## config.mk

```make
export PLATFORM = sky130hd
export DESIGN_NAME = stopwatch_ctrl_flat
export DESIGN_NICKNAME = d
export VERILOG_FILES = /design/src/rtl/stopwatch_pkg.sv /design/src/rtl/stopwatch_ctrl_if.sv /design/src/rtl/stopwatch_ctrl_btn_debounce.sv /design/src/rtl/stopwatch_ctrl.sv /design/src/flat_wrapper.sv
export SDC_FILE = /design/constraint.sdc
export NUM_CORES = 1
export LEC_CHECK = 0
export CELL_PAD_IN_SITES_DETAIL_PLACEMENT = 1
export CELL_PAD_IN_SITES_GLOBAL_PLACEMENT = 1
export CORE_MARGIN = 5
export CORE_UTILIZATION = 44
export DETAILED_ROUTE_END_ITERATION = 7
export GPL_TIMING_DRIVEN = 0
export MAX_ROUTING_LAYER = met4
export PLACE_DENSITY_LB_ADDON = 0.3
export SLEW_MARGIN = 20
export SYNTH_ARGS = -nofsm -noshare
export SYNTH_HDL_FRONTEND = slang
export SYNTH_SLANG_ARGS = --single-unit
```

## constraint.sdc

```tcl
create_clock -name CLK -period 1.7 [get_ports CLK]
set_clock_uncertainty 0.1 [all_clocks]
set_input_delay 0.34 -clock CLK [delete_from_list [all_inputs] [get_ports CLK]]
set_output_delay 0.34 -clock CLK [all_outputs]
set_load 0.02 [all_outputs]
```

## src/rtl/stopwatch_pkg.sv

```systemverilog
// Shared definitions for the stopwatch control stage and the counter block's bench.
package stopwatch_pkg;

    typedef enum logic [1:0] {
        IDLE  = 2'd0,
        RUN   = 2'd1,
        PAUSE = 2'd2
    } sw_state_t;

    localparam int DEB_CYCLES_DEF = 16;
    localparam int TICK_DIV_DEF   = 10;

endpackage

```

## src/rtl/stopwatch_ctrl_if.sv

```systemverilog
// Button inputs and counter-control outputs of the stopwatch control stage.
interface stopwatch_ctrl_if;

    logic BTN_RUN;
    logic BTN_CLR;
    logic CNT_TICK;
    logic CNT_CLR;
    logic RUNNING;

    // slave: the control stage; master: whoever drives the buttons and watches the counter controls
    modport slave  (input BTN_RUN, BTN_CLR, output CNT_TICK, CNT_CLR, RUNNING);
    modport master (output BTN_RUN, BTN_CLR, input CNT_TICK, CNT_CLR, RUNNING);

endinterface

```

## src/rtl/stopwatch_ctrl_btn_debounce.sv

```systemverilog
// Synchroniser + debouncer for one raw button, producing a one-cycle press pulse.
module btn_debounce #(
    parameter int DEB_CYCLES = 16
) (
    input  logic clk,
    input  logic rst_n,
    input  logic btn_raw,
    output logic press
);

    localparam int CW = (DEB_CYCLES > 1) ? $clog2(DEB_CYCLES) : 1;
    localparam logic [CW-1:0] DEB_MAX = CW'(DEB_CYCLES - 1);

    logic [1:0]    sync_q;
    logic [CW-1:0] cnt_q;
    logic          level_q;
    logic          level_d_q;

    always_ff @(posedge clk or negedge rst_n) begin
        if (!rst_n) begin
            sync_q    <= 2'b00;
            cnt_q     <= '0;
            level_q   <= 1'b0;
            level_d_q <= 1'b0;
            press     <= 1'b0;
        end else begin
            sync_q <= {sync_q[0], btn_raw};
            // The level only flips after DEB_CYCLES consecutive differing samples.
            if (sync_q[1] != level_q) begin
                if (cnt_q == DEB_MAX) begin
                    level_q <= sync_q[1];
                    cnt_q   <= '0;
                end else begin
                    cnt_q <= cnt_q + 1'b1;
                end
            end else begin
                cnt_q <= '0;
            end
            level_d_q <= level_q;
            press     <= level_q & ~level_d_q;
        end
    end

endmodule

```

## src/rtl/stopwatch_ctrl.sv

```systemverilog
// Run/pause/idle control for the BCD stopwatch counter: debounced buttons in, tick/clear pulses out.
module stopwatch_ctrl
    import stopwatch_pkg::*;
#(
    parameter int DEB_CYCLES = DEB_CYCLES_DEF,
    parameter int TICK_DIV   = TICK_DIV_DEF
) (
    input  logic            CLK,
    input  logic            RESET_N,
    stopwatch_ctrl_if.slave sw,
    output sw_state_t       dbg_state
);

    localparam int PW = $clog2(TICK_DIV);
    localparam logic [PW-1:0] TICK_MAX = PW'(TICK_DIV - 1);

    logic          run_press;
    logic          clr_press;
    sw_state_t     state_q;
    sw_state_t     state_d;
    logic [PW-1:0] presc_q;
    logic          presc_clr;
    logic          clr_d;
    logic          tick_q;
    logic          clr_q;
    logic          running_q;

    btn_debounce #(.DEB_CYCLES(DEB_CYCLES)) u_deb_run (
        .clk     (CLK),
        .rst_n   (RESET_N),
        .btn_raw (sw.BTN_RUN),
        .press   (run_press)
    );

    btn_debounce #(.DEB_CYCLES(DEB_CYCLES)) u_deb_clr (
        .clk     (CLK),
        .rst_n   (RESET_N),
        .btn_raw (sw.BTN_CLR),
        .press   (clr_press)
    );

    // Clear has priority in IDLE/PAUSE; in RUN only the run button matters.
    always_comb begin
        state_d   = state_q;
        presc_clr = 1'b0;
        clr_d     = 1'b0;
        case (state_q)
            IDLE: begin
                if (clr_press) begin
                    clr_d = 1'b1;
                end else if (run_press) begin
                    state_d   = RUN;
                    presc_clr = 1'b1;
                end
            end
            RUN: begin
                if (run_press) state_d = PAUSE;
            end
            PAUSE: begin
                if (clr_press) begin
                    state_d   = IDLE;
                    clr_d     = 1'b1;
                    presc_clr = 1'b1;
                end else if (run_press) begin
                    state_d = RUN;
                end
            end
            default: state_d = IDLE;
        endcase
    end

    always_ff @(posedge CLK or negedge RESET_N) begin
        if (!RESET_N) begin
            state_q   <= IDLE;
            presc_q   <= '0;
            tick_q    <= 1'b0;
            clr_q     <= 1'b0;
            running_q <= 1'b0;
        end else begin
            state_q <= state_d;
            // Prescaler holds outside RUN so a resume keeps the partial period.
            if (presc_clr) begin
                presc_q <= '0;
            end else if (state_q == RUN) begin
                presc_q <= (presc_q == TICK_MAX) ? '0 : presc_q + 1'b1;
            end
            tick_q    <= (state_q == RUN) && (presc_q == TICK_MAX);
            clr_q     <= clr_d;
            running_q <= (state_d == RUN);
        end
    end

    assign sw.CNT_TICK = tick_q;
    assign sw.CNT_CLR  = clr_q;
    assign sw.RUNNING  = running_q;
    assign dbg_state   = state_q;

endmodule

```

## src/flat_wrapper.sv

```systemverilog
// flat-port wrapper written by rule: the top's interface ports become plain ports
module stopwatch_ctrl_flat import stopwatch_pkg::*;
#(
    parameter int DEB_CYCLES = DEB_CYCLES_DEF,
    parameter int TICK_DIV   = TICK_DIV_DEF
)
  (CLK, RESET_N, dbg_state, sw_BTN_RUN, sw_BTN_CLR, sw_CNT_TICK, sw_CNT_CLR, sw_RUNNING);
  stopwatch_ctrl_if sw_i ();
  input  logic CLK;
  input  logic RESET_N;
  output sw_state_t dbg_state;
  input wire logic [$bits(sw_i.BTN_RUN)-1:0] sw_BTN_RUN;
  input wire logic [$bits(sw_i.BTN_CLR)-1:0] sw_BTN_CLR;
  output wire logic [$bits(sw_i.CNT_TICK)-1:0] sw_CNT_TICK;
  output wire logic [$bits(sw_i.CNT_CLR)-1:0] sw_CNT_CLR;
  output wire logic [$bits(sw_i.RUNNING)-1:0] sw_RUNNING;
  assign sw_i.BTN_RUN = sw_BTN_RUN;
  assign sw_i.BTN_CLR = sw_BTN_CLR;
  assign sw_CNT_TICK = sw_i.CNT_TICK;
  assign sw_CNT_CLR = sw_i.CNT_CLR;
  assign sw_RUNNING = sw_i.RUNNING;
  stopwatch_ctrl #(.DEB_CYCLES(DEB_CYCLES), .TICK_DIV(TICK_DIV)) u_core (.CLK(CLK), .RESET_N(RESET_N), .sw(sw_i), .dbg_state(dbg_state));
endmodule
```

# Word level (Yosys, flattened, before mapping)
# Cells that the tools add are included.
dict set report classes {
  reduce_logical 6
  mux 17
  add_sub_neg 3
  eq_ne 8
  bitwise_logic 4
}
# cell count
set op_table {}
lappend op_table {{$mux 4} 7}
lappend op_table {{$add 4x1->4 const B} 3}
lappend op_table {{$eq 4x4->1 const B} 3}
lappend op_table {{$mux 2} 4}
lappend op_table {{$pmux 2 s3} 1}
lappend op_table {{$eq 2x1->1 const B} 2}
lappend op_table {{$mux 1} 4}
lappend op_table {{$reduce_and 2->1} 2}
lappend op_table {{$and 1x1->1} 2}
lappend op_table {{$eq 2x2->1 const B} 1}
lappend op_table {{$logic_not 2->1} 1}
lappend op_table {{$ne 1x1->1} 2}
lappend op_table {{$not 1->1} 2}
lappend op_table {{$pmux 1 s2} 1}
lappend op_table {{$reduce_bool 2->1} 1}
lappend op_table {{$reduce_or 2->1} 1}
lappend op_table {{$logic_and 1x1->1} 1}
dict set report totals {
  inputBits 4
  reg_bits 27
}

# Depth between registers and ports, before layout
# Gate-level depths: netlist of run 1.
dict set report depth {
  ltp_word 4
  mapped_depth 5
  depth_no_buf 5
}

# Modules after synthesis
# Synthesis of run 1 repeated with hierarchy kept, for this count alone.
dict set report unflattened {
  hier_cells 86
  area_unflattened_um2 1087.3
}
# mod seq_area_each_um2 area_per_inst_um2 cells_per_inst n_inst
set modules_own_cells {}
lappend modules_own_cells {btn_debounce 225.2 336.6 23 2}
lappend modules_own_cells {stopwatch_ctrl 225.2 414.1 40 1}

# Worst setup path before layout of run 1
# Ideal clock, no wire load.
dict set report synth_timing {
  kind {register to register}
  start {register u_core.state_q[1] (netlist: u_core.dbg_state[1])}
  end {register u_core.presc_q[3]}
  synth_period_minus_slack_ns 1.602
  setup_time_ns 0.082
  arrival_time_ns 1.420
  path_buffers 1
  t_required_ns 1.518
  stages_incl_launch_ff 5
  path_slack_ns 0.098
  path_cell_list {dfrtp_1 > nand2b_1 > buf_6 > or4b_1 > a31oi_1}
}
dict set report synth_via {
  elab_chain_cells 3
}
# element line_no
set synth_lines {}
lappend synth_lines {{start: declaration} stopwatch_ctrl.sv:19} ;# sw_state_t state_q;
lappend synth_lines {{start signal: assignment} stopwatch_ctrl.sv:80} ;# state_q <= state_d;
lappend synth_lines {{$eq 2x2->1 or $logic_not 2->1 (tied branches)} stopwatch_ctrl.sv:47} ;# case (state_q)
lappend synth_lines {{$pmux 1 s2} stopwatch_ctrl.sv:47}
lappend synth_lines {{$mux 4 or $reduce_bool 2->1 (tied branches)} n/a}
lappend synth_lines {{end signal: assignment} stopwatch_ctrl.sv:85} ;# presc_q <= (presc_q == TICK_MAX) ? '0 : presc_q + 1'b1;
lappend synth_lines {{end: declaration} stopwatch_ctrl.sv:21} ;# logic [PW-1:0] presc_q;
# Several ways; a longest one is shown, not always the timed one.
# A chain may end at the register's enable or synchronous reset.

# Worst setup path after layout of run 1
dict set report layout_timing {
  start {register u_core.presc_q[0]}
  end {register u_core.presc_q[1]}
}
dict set report layout_via {
  elab_chain_cells 4
}
# element line_no
set layout_lines {}
lappend layout_lines {{$add 4x1->4 or $eq 4x4->1 (tied branches)} stopwatch_ctrl.sv:85}
lappend layout_lines {{$mux 4 *} stopwatch_ctrl.sv:85}
lappend layout_lines {{$mux 4 *} stopwatch_ctrl.sv:84} ;# end else if (state_q == RUN) begin
lappend layout_lines {{$mux 4 *} stopwatch_ctrl.sv:82} ;# if (presc_clr) begin
# Every way passes the cells marked *; elsewhere a longest branch is shown, timed or not. The select of a mux whose other input is x is not followed.

==> results.md, run 1 <==
- Highest clock rate: 0.625 GHz
- Max Slew Vio Count: 0
- Post-synth EDFFs: 0
- Yosys warns: 0
- Met2 usage: a little over a fifth
- Core area: about 0.0024 mm2
- CTS root buf: clkbuf_4
- CP startpoint: u_core.presc_q[0]$_DFFE_PN0P_
- DR iter-0 viols: 10
- Htree depth: 1
- CP max stage cell: dfrtp_1
- Final nets: roughly 110
- I/O Pins: 9
- Routing usage on met3: roughly 3.3%
- Worst-Margin Slew: between 500 and 600 ps
- Total wire length: roughly 1800 um
- Via density: ~5
- Global-route wire length before repair: approximately 3200 um
- Setup crit start kind: register
- Initial cell density of the core: between 40 and 50%
- Crit path buf inv count: 0
- Maximum VDD drop: roughly 0.58 mV
- Total global-route track usage: around an eighth
- Unrepaired setup endpoints after global routing: false
- Share of layout cells above drive strength 1: 14.6%
- Syn Nets: 96
- Final Setup Violations: 0
- DR WL/cell: about 14 um
- PortBufs: 8
- Die area: 0.00355 mm2
- Fin crit period: ~1600 ps
- DP HPWL: about 1300 um
- Synth async-reset ratio: between 90% and 100%
- Status: finished, final reports clean
- Max stage delay on crit path: 440 ps
- Post-synthesis sequential area ratio: between 60 and 70%
- Drt pass-1 iters: 2
- FP Rows: 18
- CTS tree: built
- Layout area overhead: 15.1%
- Clock sink total: 27
- Worst EP required: 1850 ps
- Critical Path Fanout Max: 4
- Crit path capture: u_core.presc_q[1]$_DFFE_PN0P_
- Grt peak-use layer: met2
- Cell Chain, Critical Path: ha_2 > and3b_1 > or3_2 > a21oi_2
- Gp weighted congestion: approximately 0.67
- Commonest non-fill, non-tap cells in the layout: dfrtp_1, a21oi_1, nand2_1
- Most common cell after layout, fill and taps aside: dfrtp_1
- Period utilization: roughly 94%
- Distinct cells, synth: 23
- Vias: about 680
- Leakage dissipation: around 0.59 nW
- Primary FF master, synth: dfrtp_1
- Crit. End Element: register
- Mapped Avg Cell Area: roughly 12 um2
- Routing usage on met1: 14.1%
- Clock Latency Late Sink: between 300 and 400 ps
- Ant diodes: 0
- Die width: around 60 um
- PD cells: about 840 mW/mm2
- Initial antenna violation count: 0
- Placed cells: around 130
- R2R Setup Slk: between 90 and 100 ps
- Final hold viol count: 0
- Fill count: 256
- Number of remaining DRC errors: 0
- Vias in the first global route: 760
- Worst flop-to-flop path endpoint: u_core.presc_q[1]$_DFFE_PN0P_
- #FFs+latches synth: 27
- Largest net degree at the start of global routing: 28
- R2r startpoint: u_core.presc_q[0]$_DFFE_PN0P_
- Crit path depth: 4
- Setup CP Type: reg -> reg
- Max_slew headroom: approximately three fifths
- Area occupied by multi-input gates: roughly 390 um2
- CTS Buf Count: 3
- Final Core Density: around half
- HP Class: reg -> reg
- WP data arrival: about 1800 ps
- Clock Pin Slew Worst Setup and Hold Paths: between 100 and 150 ps
- Final antenna-violating net count: 0
- Die H: about 60 um
- Reg2reg path depth: 4
- Family with the most delay on the worst path: simple AND/OR/NAND/NOR gates
- Synth Instances: 88
- Cell Count, Final, Fillers Out: 133
- Seq. cell area: approximately 680 um2
- Max_cap viols: 0
- Mapped cell area: 0.00108 mm2
- Max clock buf depth: 2
- Gr ovfl total: 0
per-layer routing:
metal  part of all wire, %  wire length [um]
met5                     0                 0
met4                  0.83                15
met3                   3.6                66
met2                    52               938
met1                    44               797
cells by family after synthesis:
family / Yosys count / share of synthesized area [%]
buffers and inverters: 4 / 2.08
flip-flops: 27 / 62.4
multiplexers: 4 / 3.93
AND/OR/NAND/NOR: 31 / 17.1
adder cells (fa/ha/maj): 4 / 4.62
AO/OA/AOI/OAI: 14 / 6.59
XOR/XNOR: 4 / 3.24
synth_stat cells (3+ instances only):
library cell | count | share of area (%)
dfrtp_1 | 27 | 62
o21ai_0 | 5 | 2.3
nor2_1 | 5 | 1.7
ha_1 | 4 | 4.6
a21oi_1 | 8 | 3.7
nand2_1 | 6 | 2.1
xnor2_1 | 4 | 3.2
inv_1 | 3 | 1.0
nor2b_1 | 5 | 2.9
nand3_1 | 3 | 1.4
per-stage QoR:
step	cell area, um2	hold WS, ps	setup slack [ps]	total power, mW	setup TNS, ps
finish	1250	271	98.8	1.05	0
global route	1250	287	19.9	1.11	0
CTS	1220	277	26.1	1.05	0
detailed placement	1190	247	60.9	0.781	0
global placement	1200	238	-157	0.774	-4220
floorplan	1080	-55.6	98.0	0.743	0
layout make-up:
| cell class | count | share of cell area [%] |
|---|---|---|
| Inverter | 3 | 0.904 |
| Sequential cell | 27 | 54.2 |
| Multi-Input combinational cell | 57 | 31.3 |
| Clock buffer | 4 | 2.11 |
| Tap cell | 30 | 3.01 |
| Timing Repair Buffer | 11 | 7.53 |
| Buffer | 1 | 0.904 |
state kept, by name (all words and copies together) (netlist names):
signal / count
u_core.u_deb_clr.press: 1
u_core.sw.CNT_CLR: 1
u_core.u_deb_clr.level_d_q: 1
u_core.u_deb_run.level_q: 1
u_core.sw.CNT_TICK: 1
u_core.presc_q: 4
u_core.u_deb_clr.cnt_q: 4
u_core.dbg_state: 2
u_core.sw.RUNNING: 1
u_core.u_deb_clr.level_q: 1
u_core.u_deb_run.level_d_q: 1
u_core.u_deb_run.press: 1
u_core.u_deb_run.sync_q: 2
u_core.u_deb_run.cnt_q: 4
u_core.u_deb_clr.sync_q: 2
where the power goes:
part	switching [mW]	internal [mW]	leakage [nW]	total [mW]
combinational	0.0457	0.0448	0.211	0.0904
sequential	0.0228	0.667	0.363	0.690
clock	0.176	0.0915	0.0150	0.267
total	0.244	0.803	0.589	1.05
timing repair:
action / 4_1_cts / 5_1_grt
setup buffers: 0 / 2
hold endpoints to repair: 27 / 0
setup endpoints to repair: 5 / 2
gates resized for setup: 5 / 2
pin swaps: 0 / 0
hold buffers: 1 / 0
worst min-delay path by stage:
stage                                               startpoint                                    to  slack [ps]  cells past startpoint
after floorplan                                        RESET_N         u_core.dbg_state[0]$_DFF_PN0_         -60                      0
after global placement    u_core.u_deb_clr.sync_q[0]$_DFF_PN0_  u_core.u_deb_clr.sync_q[1]$_DFF_PN0_         240                      0
after detailed placement  u_core.u_deb_clr.sync_q[0]$_DFF_PN0_  u_core.u_deb_clr.sync_q[1]$_DFF_PN0_         250                      0
after CTS                 u_core.u_deb_run.sync_q[0]$_DFF_PN0_  u_core.u_deb_run.sync_q[1]$_DFF_PN0_         280                      0
after global routing      u_core.u_deb_run.sync_q[0]$_DFF_PN0_  u_core.u_deb_run.sync_q[1]$_DFF_PN0_         290                      0
final                     u_core.u_deb_run.sync_q[0]$_DFF_PN0_  u_core.u_deb_run.sync_q[1]$_DFF_PN0_         270                      0
Note: power is estimated with default switching activity, not from simulation.
==> run 2: changes to the inputs <==
CTS_BUF_LIST = sky130_fd_sc_hd__clkbuf_8 sky130_fd_sc_hd__clkbuf_16   (was unset)
RECOVER_POWER = 25   (was unset)
==> run 2 against run 1 <==
Flip-flop and latch count unchanged. Clock power grew 30%. Sequential power is essentially flat. Setup slack worse by 25 ps. Critical path type is now reg -> out. Largest cell class unchanged. Largest power group unchanged. Highest routed layer unchanged.
==> results.md, run 2 (synthesis results as in run 1) <==
- Status: finished, final reports clean
- Final hold viol count: 0 (unchanged)
- Number of remaining DRC errors: 0 (unchanged)
- Max_cap viols: 0 (unchanged)
- Setup crit start kind: register
- PortBufs: 8 (unchanged)
- Global-route wire length before repair: 3220 um (-0.86%)
- Family with the most delay on the worst path: buffers and inverters
- Setup TNS: 0 ps (unchanged)
- Unrepaired setup endpoints after global routing: false
- Crit path capture: sw_CNT_TICK
- Share of layout cells above drive strength 1: 13.6% (-0.97 points)
- I/O Pins: 9 (unchanged)
- CP startpoint: u_core.sw.CNT_TICK$_DFF_PN0_
- Period utilization: 95.7% (+1.5 points)
- Final Setup Violations: 0 (unchanged)
- Most common cell after layout, fill and taps aside: dfrtp_1
- Fin crit period: 1630 ps (+25.1 ps)
- Vias in the first global route: 739 (-2.8%)
- Max_slew headroom: 61.0% (+0.15 points)
- DR iter-0 viols: 14 (+4)
- Largest net degree at the start of global routing: 28 (unchanged)
- DP HPWL: 1320 um (unchanged)
- Max Slew Vio Count: 0 (unchanged)
- Final total power: 1.12 mW (+7.4%)
- Final antenna-violating net count: 0 (unchanged)
- Critical Path Fanout Max: 1 (-3)
- Highest clock rate: 0.615 GHz (-1.5%)
- Clock Pin Slew Worst Setup and Hold Paths: 90 ps (-40 ps)
- WP data arrival: 1190 ps (-560 ps)
- Initial antenna violation count: 0 (unchanged)
- Clock sink total: 27 (unchanged)
- Core area: 0.00241 mm2 (unchanged)
- CTS root buf: clkbuf_8
- Hold Crit Depth: 0 (unchanged)
- Max clock buf depth: 2 (unchanged)
- DR WL/cell: 13.6 um (-0.33%)
- R2r startpoint: u_core.presc_q[0]$_DFFE_PN0P_
- Via density: 5.13 (-0.29%)
- Gr ovfl total: 0 (unchanged)
- CTS Buf Count: 3 (unchanged)
- FP Rows: 18 (unchanged)
- Hold WS: 262 ps (-8.56 ps)
- Worst flop-to-flop path endpoint: u_core.presc_q[1]$_DFFE_PN0P_
- Crit path buf inv count: 1 (+1)
- Crit path depth: 1 (-3)
- Final nets: 112 (unchanged)
- Clock Latency Late Sink: 260 ps (-50 ps)
- Cell Chain, Critical Path: clkdlybuf4s50_1
- Worst EP required: 1260 ps (-590 ps)
- PD cells: 889 mW/mm2 (+5.8%)
- Die area: 0.00355 mm2 (unchanged)
- R2R Setup Slk: 100 ps (about the same)
- Max stage delay on crit path: 600 ps (+160 ps)
- Largest registers: u_core.presc_q: 4 flops, u_core.u_deb_clr.cnt_q: 4 flops, u_core.u_deb_run.cnt_q: 4 flops
- Setup CP Type: reg -> out
- Die width: 59.6 um (unchanged)
- CP max stage cell: clkdlybuf4s50_1
- Crit. End Element: primary output
- Ant diodes: 0 (unchanged)
- Reg2reg path depth: 4 (unchanged)
- Maximum VDD drop: 0.521 mV (-11%)
- Leakage dissipation: 0.587 nW (-0.35%)
- CTS tree: built
- Layout area overhead: 16.9%
- Total wire length: 1810 um (-0.33%)
- Worst-Margin Slew: 585 ps (-2.20 ps)
- Initial cell density of the core: 44.9% (unchanged)
- Drt pass-1 iters: 2 (unchanged)
- Total global-route track usage: 12.4% (-0.047 points)
- Htree depth: 1 (unchanged)
- Die H: 59.6 um (unchanged)
- Commonest non-fill, non-tap cells in the layout: dfrtp_1, a21oi_1, nand2_1
- HP Class: reg -> reg
- Vias: 682 (-0.29%)
- Gp weighted congestion: 0.671 (unchanged)
## run 2: changes by cell type in the layout (fill, tap and decap cells not counted)
| cell | previous run | this run |
|---|---|---|
| a21oi_1 | 7 | 8 |
| a21oi_2 | 1 | 0 |
| clkbuf_1 | 1 | 0 |
| clkbuf_4 | 3 | 0 |
| clkbuf_8 | 0 | 3 |
| clkdlybuf4s50_1 | 2 | 3 |
| dlygate4sd2_1 | 5 | 2 |
| dlygate4sd3_1 | 1 | 3 |
| inv_1 | 3 | 4 |
## run 2: power breakdown
part / leakage (nW) / switching, mW / internal, mW / total (mW)
combinational: 0.197 / 0.0453 / 0.0442 / 0.0894
clock: 0.0269 / 0.184 / 0.161 / 0.346
sequential: 0.363 / 0.0231 / 0.666 / 0.690
## run 2: layout make-up
cell class,instances,area [um2]
Fill cell,253,1140
Sequential cell,27,676
Multi-Input combinational cell,57,387
Timing Repair Buffer,11,97.6
Clock buffer,3,41.3
Tap cell,30,37.5
Buffer,1,11.3
Inverter,3,11.3
Clock inverter,1,3.75
## run 2: how the worst min path moves through the flow
stage | from | to | slack [ps]
finish | u_core.u_deb_run.sync_q[0]$_DFF_PN0_ | u_core.u_deb_run.sync_q[1]$_DFF_PN0_ | 260
global route | u_core.u_deb_run.sync_q[0]$_DFF_PN0_ | u_core.u_deb_run.sync_q[1]$_DFF_PN0_ | 280
CTS | u_core.u_deb_run.sync_q[0]$_DFF_PN0_ | u_core.u_deb_run.sync_q[1]$_DFF_PN0_ | 270
detailed placement | u_core.u_deb_clr.sync_q[0]$_DFF_PN0_ | u_core.u_deb_clr.sync_q[1]$_DFF_PN0_ | 250
global placement | u_core.u_deb_clr.sync_q[0]$_DFF_PN0_ | u_core.u_deb_clr.sync_q[1]$_DFF_PN0_ | 240
floorplan | RESET_N | u_core.dbg_state[0]$_DFF_PN0_ | -60
## run 2: per-layer routing
metal / track usage (%) / up-vias / part of all wire (%)
met5: - / - / 0
met4: 2.85 / 0 / 0.72
met3: 3.92 / 2 / 3.9
met2: 20.6 / 8 / 50
met1: 14.7 / 343 / 46
li1: - / 329 / -
## run 2: per-stage QoR
stage	cells	cell area [um2]	setup slack (ps)	util (%)
2_1_floorplan	88	1080	98.0	-
3_3_place_gp	126	1200	-157	49.8
3_5_place_dp	126	1190	60.9	49.6
4_1_cts	131	1250	36.0	51.8
5_1_grt	133	1260	4.87	52.5
6_report	133	1260	73.7	52.5
## run 2: timing repair
item	CTS	global route
setup endpoints to repair	2	2
hold buffers	1	0
setup buffers	0	2
hold endpoints to repair	27	0
gates resized for setup	2	1
==> run 3: changes to the inputs <==
ABC_AREA = 0   (was unset)
SKIP_CTS_REPAIR_TIMING = 1   (was unset)
==> run 3 against run 2 <==
Sequential share of layout area increased by 0.16 points. Combinational power decreased by 2%. Die area unchanged. Critical endpoint unchanged.
==> results.md, run 3 (synthesis results as in run 1) <==
- Status: finished, final reports clean
- Max Slew Vio Count: 0 (unchanged)
- Cell Count, Final, Fillers Out: 132 (-0.75%)
- Worst hold start: u_core.u_deb_run.sync_q[0]$_DFF_PN0_
- Worst flop-to-flop path endpoint: u_core.presc_q[1]$_DFFE_PN0P_
- WP data arrival: 1190 ps (about the same)
- Cell Chain, Critical Path: clkdlybuf4s50_1
- Worst-Margin Slew: 1400 ps (+810 ps)
- Total global-route track usage: 12.3% (-0.094 points)
- Initial cell density of the core: 44.9% (unchanged)
- Hold WS: 259 ps (-2.94 ps)
- Final antenna-violating net count: 0 (unchanged)
- Met3 wire length: 70 um (-1.4%)
- Setup crit start kind: register
- Max clock buf depth: 2 (unchanged)
- Htree depth: 1 (unchanged)
- Highest clock rate: 0.615 GHz (about the same)
- Setup TNS: 0 ps (unchanged)
- Crit. End Element: primary output
- Global-route wire length before repair: 3190 um (-0.65%)
- Fill count: 250 (-1.2%)
- Worst EP required: 1260 ps (about the same)
- I/O Pins: 9 (unchanged)
- Leakage dissipation: 0.607 nW (+3.5%)
- PortBufs: 8 (unchanged)
- R2R Setup Slk: 100 ps (about the same)
- Clock Latency Late Sink: 260 ps (about the same)
- Fin crit period: 1630 ps (-0.145 ps)
- DP HPWL: 1320 um (unchanged)
- Final hold viol count: 0 (unchanged)
- Clock sink total: 27 (unchanged)
- Crit path buf inv count: 1 (unchanged)
- CTS tree: built
- CTS root buf: clkbuf_8
- Max stage delay on crit path: 600 ps (about the same)
- Die H: 59.6 um (unchanged)
- Hold endpoint: u_core.u_deb_run.sync_q[1]$_DFF_PN0_
- Vias in the first global route: 725 (-1.9%)
- Layout area overhead: 16.5%
- Seq. cell area: 676 um2 (unchanged)
- Final nets: 111 (-0.89%)
- M1 WL: 835 um (+0.85%)
- Setup CP Type: reg -> out
- Commonest non-fill, non-tap cells in the layout: dfrtp_1, a21oi_1, nand2_1
- Critical Path Fanout Max: 1 (unchanged)
- Drt pass-1 iters: 2 (unchanged)
- Family with the most delay on the worst path: buffers and inverters
- Maximum VDD drop: 0.520 mV (-0.16%)
- FP Rows: 18 (unchanged)
- Die width: 59.6 um (unchanged)
- Vias: 674 (-1.2%)
- Total wire length: 1800 um (-0.66%)
- Number of remaining DRC errors: 0 (unchanged)
- Period utilization: 95.7% (about the same)
- Unrepaired setup endpoints after global routing: false
- Via density: 5.11 (-0.42%)
- Final Core Density: 52.3% (-0.16 points)
- Largest net degree at the start of global routing: 28 (unchanged)
- HP Class: reg -> reg
- R2r startpoint: u_core.presc_q[0]$_DFFE_PN0P_
- Hold Crit Depth: 0 (unchanged)
- Area occupied by multi-input gates: 387 um2 (unchanged)
- Initial antenna violation count: 0 (unchanged)
- Final total power: 1.12 mW (-0.18%)
- Largest registers: u_core.presc_q: 4 flops, u_core.u_deb_clr.cnt_q: 4 flops, u_core.u_deb_run.cnt_q: 4 flops
- DR WL/cell: 13.6 um (about the same)
- Gr ovfl total: 0 (unchanged)
- Placed cells: 126 (unchanged)
- Ant diodes: 0 (unchanged)
- Most common cell after layout, fill and taps aside: dfrtp_1
- Clock Pin Slew Worst Setup and Hold Paths: 90 ps (about the same)
- Final Setup Violations: 0 (unchanged)
- CP max stage cell: clkdlybuf4s50_1
- Die area: 0.00355 mm2 (unchanged)
- Max Used Layer: met4
- DR iter-0 viols: 14 (unchanged)
- Reg2reg path depth: 4 (unchanged)
- Max_slew headroom: 6.99% (-54 points)
- Met2 WL: 879 um (-2.1%)
- CTS Buf Count: 3 (unchanged)
- Max_cap viols: 0 (unchanged)
- PD cells: 890 mW/mm2 (+0.12%)
- Share of layout cells above drive strength 1: 12.7% (-0.85 points)
- Gp weighted congestion: 0.671 (unchanged)
- Core area: 0.00241 mm2 (unchanged)
## run 3: changes by cell type in the layout (fill, tap and decap cells not counted), sizes merged
| cell | previous run | this run |
|---|---|---|
| buf | 4 | 3 |
| clkbuf | 3 | 4 |
| clkdlybuf4s50 | 3 | 4 |
| dlygate4sd2 | 2 | 0 |
| dlygate4sd3 | 3 | 1 |
| dlymetal6s2s | 0 | 2 |
## run 3: stage by stage
step,setup slack (ps),area [um2]
after floorplan,98.0,1080
after global placement,-157,1200
final,73.8,1260
after global routing,4.87,1260
after CTS,-106,1240
after detailed placement,60.9,1190
## run 3: layout make-up
class / instances / share of cell area [%]
clock buffer: 3 / 3.27
timing repair buffer: 10 / 7.44
multi-input combinational: 57 / 30.7
clock inverter: 1 / 0.298
buffer: 1 / 0.893
tap: 30 / 2.98
inverter: 3 / 0.893
sequential: 27 / 53.6
## run 3: worst max path at each step
stage	from	to	cells past startpoint
2_1_floorplan	u_core.dbg_state[1]$_DFF_PN0_	u_core.presc_q[3]$_DFFE_PN0P_	4
3_3_place_gp	RESET_N	u_core.u_deb_clr.cnt_q[0]$_DFF_PN0_	1
3_5_place_dp	u_core.presc_q[0]$_DFFE_PN0P_	u_core.presc_q[1]$_DFFE_PN0P_	4
4_1_cts	u_core.dbg_state[0]$_DFF_PN0_	dbg_state[0]	1
5_1_grt	u_core.presc_q[0]$_DFFE_PN0P_	u_core.presc_q[1]$_DFFE_PN0P_	4
6_report	u_core.sw.CNT_TICK$_DFF_PN0_	sw_CNT_TICK	1
## run 3: report_power, final
group	internal, mW	total [mW]	leakage [nW]	switching [mW]
Clock	0.161	0.345	0.0269	0.184
Sequential	0.666	0.690	0.363	0.0231
Combinational	0.0430	0.0880	0.218	0.0450
## run 3: metal layers
metal  track usage (%)  up-vias
met3              3.92        2
met2              19.7        8
met4              2.85        0
li1                  -      327
met1              15.2      337
met5                 -        -
